$ cat src/rtl/zero_pattern_gen_pkg.sv
// Shared constants for the zero-pattern stimulus generator: state codes,
// default sizes and the count-field width derivation.
package zero_pattern_gen_pkg;

    localparam logic [0:0] ST_IDLE = 1'b0;
    localparam logic [0:0] ST_RUN  = 1'b1;

    localparam int DEFAULT_WIDTH = 8;
    localparam int DEFAULT_LW    = 8;

    // The count field must be able to represent WIDTH itself (all-zero word).
    function automatic int count_width(input int width);
        return $clog2(width + 1);
    endfunction

endpackage

$ cat src/rtl/zero_pattern_gen.sv
// Emits a stream of words, each carrying exactly the requested number of zero
// bits, by rotating a base pattern; valid/ready on the output side.
module zero_pattern_gen
    import zero_pattern_gen_pkg::*;
#(
    parameter  int WIDTH = DEFAULT_WIDTH,
    parameter  int LW    = DEFAULT_LW,
    localparam int CW    = count_width(WIDTH)
) (
    input  logic             clk,
    input  logic             rst_n,
    input  logic             req_valid,
    output logic             req_ready,
    input  logic [CW-1:0]    req_count,
    input  logic [LW-1:0]    req_len,
    output logic             out_valid,
    input  logic             out_ready,
    output logic [WIDTH-1:0] out_data,
    output logic             out_last,
    output logic             err,
    output logic             busy
);

    localparam logic [CW-1:0] MAX_COUNT = CW'(WIDTH);
    localparam logic [LW-1:0] ONE_LEFT  = LW'(1);

    logic [0:0]       state_reg;
    logic [WIDTH-1:0] data_reg;
    logic [LW-1:0]    remaining_reg;
    logic             err_reg;

    logic accept;
    logic legal;
    logic beat_done;

    assign accept    = req_valid && (state_reg == ST_IDLE);
    assign legal     = (req_count <= MAX_COUNT) && (req_len != '0);
    assign beat_done = (state_reg == ST_RUN) && out_ready;

    always_ff @(posedge clk or negedge rst_n) begin
        if (!rst_n) begin
            state_reg     <= ST_IDLE;
            data_reg      <= '0;
            remaining_reg <= '0;
            err_reg       <= 1'b0;
        end else begin
            err_reg <= accept && !legal;
            if (accept && legal) begin
                state_reg     <= ST_RUN;
                // Shifting by WIDTH yields the all-zero word.
                data_reg      <= {WIDTH{1'b1}} << req_count;
                remaining_reg <= req_len;
            end else if (beat_done) begin
                if (remaining_reg == ONE_LEFT) begin
                    // out_data keeps the final beat; only the handshake drops.
                    state_reg     <= ST_IDLE;
                    remaining_reg <= '0;
                end else begin
                    data_reg      <= {data_reg[WIDTH-2:0], data_reg[WIDTH-1]};
                    remaining_reg <= remaining_reg - ONE_LEFT;
                end
            end
        end
    end

    assign req_ready = (state_reg == ST_IDLE);
    assign busy      = (state_reg == ST_RUN);
    assign out_valid = busy;
    assign out_last  = out_valid && (remaining_reg == ONE_LEFT);
    assign out_data  = data_reg;
    assign err       = err_reg;

endmodule

$ cat config.mk
export PLATFORM = sky130hd
export DESIGN_NAME = zero_pattern_gen
export DESIGN_NICKNAME = d
export VERILOG_FILES = /design/src/rtl/zero_pattern_gen_pkg.sv /design/src/rtl/zero_pattern_gen.sv
export SDC_FILE = /design/constraint.sdc
export NUM_CORES = 1
export LEC_CHECK = 0
export ABC_AREA = 1
export BUFFER_PORTS_ARGS = -buffer_cell sky130_fd_sc_hd__buf_2
export CORE_MARGIN = 2
export CORE_UTILIZATION = 54
export CTS_CLUSTER_DIAMETER = 80
export DETAILED_ROUTE_END_ITERATION = 6
export GPL_TIMING_DRIVEN = 0
export PLACE_DENSITY = 0.88
export SLEW_MARGIN = 20
export SYNTH_ARGS = -nofsm -noshare
export SYNTH_HDL_FRONTEND = slang
export SYNTH_SLANG_ARGS = --single-unit
export TNS_END_PERCENT = 30
$ cat constraint.sdc
create_clock -name clk -period 1.7 [get_ports clk]
set_clock_uncertainty 0.05 [all_clocks]
set_input_delay 0.085 -clock clk [delete_from_list [all_inputs] [get_ports clk]]
set_output_delay 0.085 -clock clk [all_outputs]
set_load 0.02 [all_outputs]
* After elaboration in Yosys (flattened, before gate mapping)
Cells that the tools add are included.
** Operators by class
- Equality and inequality tests :: 2
- Bitwise logic cells :: 1
- Add/sub/neg operators :: 1
- Multiplexer cells :: 9
- $lt $le $gt $ge :: 1
- Shift operators :: 1
- Reductions and logical operators :: 12
** Operator list (count)
- $mux W8 :: 6
- $eq A8 B1 Y1 const B :: 1
- $reduce_bool A8 Y1 :: 1
- $shl A8 B4 Y8 const A :: 1
- $sub A8 B1 Y8 const B :: 1
- $logic_and A1 B1 Y1 :: 6
- $le A4 B4 Y1 const B :: 1
- $reduce_and A2 Y1 :: 2
- $reduce_bool A2 Y1 :: 2
- $mux W1 :: 3
- $ne A2 B2 Y1 const B :: 1
- $logic_not A1 Y1 :: 1
- $not A1 Y1 :: 1
** Word-level totals
- Output and inout bits :: 13
- Logic and storage cells :: 31
- Bits of input ports :: 16
- Register bits after elaboration :: 18

* Depth between registers and ports, before layout
- Word-level depth :: 5
- Mapped depth :: 10
- Depth with buffers taken out :: 10

* Least setup slack after synthesis
No wires, ideal clock.
- Kind :: reg2reg
- Start :: reg state_reg (netlist: busy)
- End :: reg data_reg[0] (netlist: out_data[0])
- Data arrival time :: 1.234 ns
- Data required time :: 1.533 ns
- Period minus slack after synthesis :: 1.401 ns
- Library setup time :: 0.117 ns
- Cell stages (with the launch flop) :: 8
- Setup slack :: 0.299 ns
- Path buffers :: 1
- Cells stage by stage :: dfrtp_1 > nor2_2 > nand3_4 > buf_6 > nand2_1 > nand2_1 > nand2_1 > nand2_1
** On the way
- Cells in the longest elaborated chain, start to end :: 5
- Elaborated cells between the ends (all ways) :: 8
- Those cells by class :: eq/ne (1); mux (1); bitwise (1); reduce/logical (5)
** RTL lines
- from (decl) :: RTL line zero_pattern_gen.sv:27 : logic [0:0] state_reg;
- from (signal assigned) :: RTL line zero_pattern_gen.sv:42 : state_reg <= ST_IDLE;
- from (signal assigned) :: RTL line zero_pattern_gen.sv:49 : state_reg <= ST_RUN;
- from (signal assigned) :: RTL line zero_pattern_gen.sv:56 : state_reg <= ST_IDLE;
- $not A1 Y1 :: RTL line zero_pattern_gen.sv:36 : assign accept = req_valid && (state_reg == ST_IDLE);
- $logic_and A1 B1 Y1 :: RTL line zero_pattern_gen.sv:36
- $logic_and A1 B1 Y1 :: RTL line zero_pattern_gen.sv:48 : if (accept && legal) begin
- $ne A2 B2 Y1 (no source line) / $reduce_bool A2 Y1 (equally long branches)
- $reduce_and A2 Y1 (no source line)
- to (signal assigned) :: RTL line zero_pattern_gen.sv:51 : data_reg <= {WIDTH{1'b1}} << req_count;
- to (signal assigned) :: RTL line zero_pattern_gen.sv:59 : data_reg <= {data_reg[WIDTH-2:0], data_reg[WIDTH-1]};
- to (decl) :: RTL line zero_pattern_gen.sv:28 : logic [WIDTH-1:0] data_reg;
Parallel ways exist; a longest one is shown, timed or not.
A chain may end at the register's enable or synchronous reset.

* Worst setup path after layout
- Start :: reg remaining_reg[1]
- End :: out out_last
** On the way
- Cells in the longest elaborated chain, start to end :: 2
** RTL lines
- from (decl) :: RTL line zero_pattern_gen.sv:29 : logic [LW-1:0] remaining_reg;
- from (signal assigned) :: RTL line zero_pattern_gen.sv:52 : remaining_reg <= req_len;
- from (signal assigned) :: RTL line zero_pattern_gen.sv:60 : remaining_reg <= remaining_reg - ONE_LEFT;
- $eq A8 B1 Y1 :: RTL line zero_pattern_gen.sv:69 : assign out_last = out_valid && (remaining_reg == ONE_LEFT);
- $logic_and A1 B1 Y1 :: RTL line zero_pattern_gen.sv:69
- to (decl) :: RTL line zero_pattern_gen.sv:19 : output logic out_last,
Every way passes these cells.

==> summary.md <==
| Metric | Value |
|---|---|
| Vias in the first global route | 1,228 |
| Total wire length | 3100 um |
| CTS root buf | clkbuf_4 |
| Top FF cell, synth | dfrtp_1 |
| Clock network fraction of design power | 0.106 |
| Outcome | finished, final reports clean |
| Layout cells sized above 1 | 0.274 |
| Logic pwr share | 0.575 |
| Worst Path Max Fanout | 6 |
| Synthesis-to-layout area growth | 20.7% |
| P per Cell Area | 1570 nW/um2 |
| Critical path class | reg2out |
| IO Count | 29 |
| Dpl cell area | 1530 um2 |
| CP max-delay cell | dfrtp_1 |
| IO Port Bufs | 28 |
| Die Y | 54.1 um |
| Avg Cell Area, Syn | 6.68 um2 |
| Area contributors post-synth | dfrtp_1 33%, nand2_1 23%, nand4_1 9.2% |
| P_int | 1.32 mW |
| Via-to-Cell Ratio | 5.04 |
| Power after layout | 2.57 mW |
| Hold Fails Final Rpt | 0 |
| Fin crit period | 1610 ps |
| Ant diodes | 0 |
| Largest net degree at the start of global routing | 19 |
| Net count after synthesis | 221 |
| Row Count | 18 |
| CTS tree | done |
| Gr usage total | 0.242 |
| Max-Cap Viols | 0 |
| Via count | 1,366 |
| Clk buf depth | 2 |
| Fraction of registers with async set/reset | 1.00 |
| Global route overflow | 0 |
| Drc violations | 0 |
| Peak VDD IR | 0.937 mV |
| Crit path cell chain | inv_1 -> ha_1 -> nand2_2 -> nor2_8 -> inv_4 -> nor2_2 -> buf_4 |
| Post-synthesis cell type count | 26 |
| Fin crit share | 0.949 |
| 1st-pass router iterations | 4 |
| Worst skew pair latency | 300 ps |
| Initial DRC Count | 28 |
| Critical path endpoint category | primary output |
| Die area | 2930 um2 |
| Utilization after layout | 0.673 |
| Avg WL per Cell | 11.5 um |
| DIE WIDTH | 54.1 um |
| Final net count | 260 |
| Pleak | 0.954 nW |
| Max Slew Vio Count | 0 |
| Hold Path Class | in2reg |
| Seq pwr share | 0.319 |
| Routability Congestion | 0.861 |
| CTS Sinks | 18 |
| Fmax | 620 MHz |
| Switching Share | 0.485 |
| Share of the synthesized area in the top cell type | 0.332 |
| CP max stage delay | 410 ps |
| Leading area contributor after synthesis | dfrtp_1 |
| Arrival time worst endpoint | 1480 ps |
| Core area | 2430 um2 |
| Setup TNS | 0 ps |
| Post-synth top cells | 82 x nand2_1, 20 x nand4_1, 19 x inv_1 |
| Number of enable flip-flop cells after synthesis | 0 |
| Cts bufs inserted | 3 |
| Hpwl dp | 2320 um |
| Clk slew on worst S/H paths | 110 ps |
| Synthesized flop and latch total | 18 |
| Warnings from Yosys | 0 |
| Post-synthesis instance total | 203 |
| Final Setup Violations | 0 |
| Top-count cell post-synth | nand2_1 |
| NetSw | 1.25 mW |
| Post-DRT Antenna Nets | 0 |
| Data required, critical path | 1560 ps |
| Seq/Total Area, Yosys | 0.332 |
| Initial Util | 0.558 |
| Initial antenna violation count | 0 |
| Slew HR | 0.723 |
| First-pass GRT wire length | 5150 um |
| Fin area | 1640 um2 |
| # H-tree levels | 1 |
| Syn Std Cell Area | 1360 um2 |
| Startpoint Class | flip-flop |
| Pin slew with the least headroom to its limit | 415 ps |
[layer usage]
metal / vias to the layer above / wire (um) / global-route usage / part of all wire
li1: 725 / - / - / -
met4: 0 / 55 / 0.0875 / 0.018
met5: - / 0 / 0 / 0
met1: 599 / 1360 / 0.303 / 0.44
met3: 7 / 118 / 0.0389 / 0.038
met2: 35 / 1560 / 0.417 / 0.50
[path summary, 6_finish.rpt]
check                                       from                to  slack [ps]  cells past startpoint
worst max-delay path            remaining_reg[1]          out_last          90                      7
worst min-delay path                  req_len[5]  remaining_reg[5]          10                      3
worst max register to register              busy       out_data[0]         210                      7
worst min register to register       out_data[4]       out_data[4]         460                      2
max in group asynchronous                  rst_n  remaining_reg[4]        1100                      2
min in group asynchronous                  rst_n       out_data[0]         190                      2
[what timing repair did]
item / in CTS / in global routing
endpoints found under the hold margin: 19 / 0
buffers inserted: 0 / 4
endpoints found under the setup margin: 0 / 1
gates resized for setup: 0 / 7
hold buffers: 2 / 0
[cell usage in the layout (no fill, tap or decap), drive strengths merged]
cell type and count:
buf 38, a21boi 1, o21ai 3, nor3 2
a21oi 2, xnor2 1, dfrtp 18, nand2 89
nand3 10, clkinv 1, clkbuf 4, inv 24
nor2 22, ha 2, nand4 20, nand3b 1
o211ai 1, dlygate4sd3 2
[through the flow]
step,worst slack (ps),std cells,hold WS [ps]
detailed placement,212,261,-6.90
floorplan,299,203,-261
global placement,227,261,-11.2
CTS,6.09,267,12.5
finish,86.1,271,13.3
global route,-17.4,271,22.6
[worst max-delay path, delay by kind of cell, from the launching register on]
kind          cells  cell delay [ps]
buf+inv           3              300
flops             1              410
fa+ha+maj         1              160
simple gates      3              290
[power groups by stage]
| stage | Clock [mW] | Sequential, mW | Combinational (mW) |
|---|---|---|---|
| global route | 0.301 | 0.845 | 1.67 |
| floorplan | 0 | 0.898 | 0.956 |
| finish | 0.272 | 0.819 | 1.47 |
| global placement | 0 | 0.812 | 1.36 |
| CTS | 0.275 | 0.810 | 1.40 |
| detailed placement | 0 | 0.817 | 1.39 |
[area by class of cell]
type | instances | area (um2)
timing repair buffer | 34 | 193
tap | 30 | 37.5
sequential | 18 | 454
inverter | 25 | 101
multi-input combinational | 154 | 769
buffer | 6 | 45.0
fill | 216 | 796
clock buffer | 4 | 36.3
[kinds of logic (layout without fill, tap and decap cells)]
family / after synthesis / count (layout) / share of synthesized area
and+or+nand+nor: 144 / 144 / 0.506
buffers and inverters: 31 / 69 / 0.108
DFF: 18 / 18 / 0.332
AOI/OAI and AO/OA: 7 / 7 / 0.0295
adders and majority gates: 2 / 2 / 0.0184
xor gates and xnor gates: 1 / 1 / 0.00646
Power figures use the tool's default switching activity.
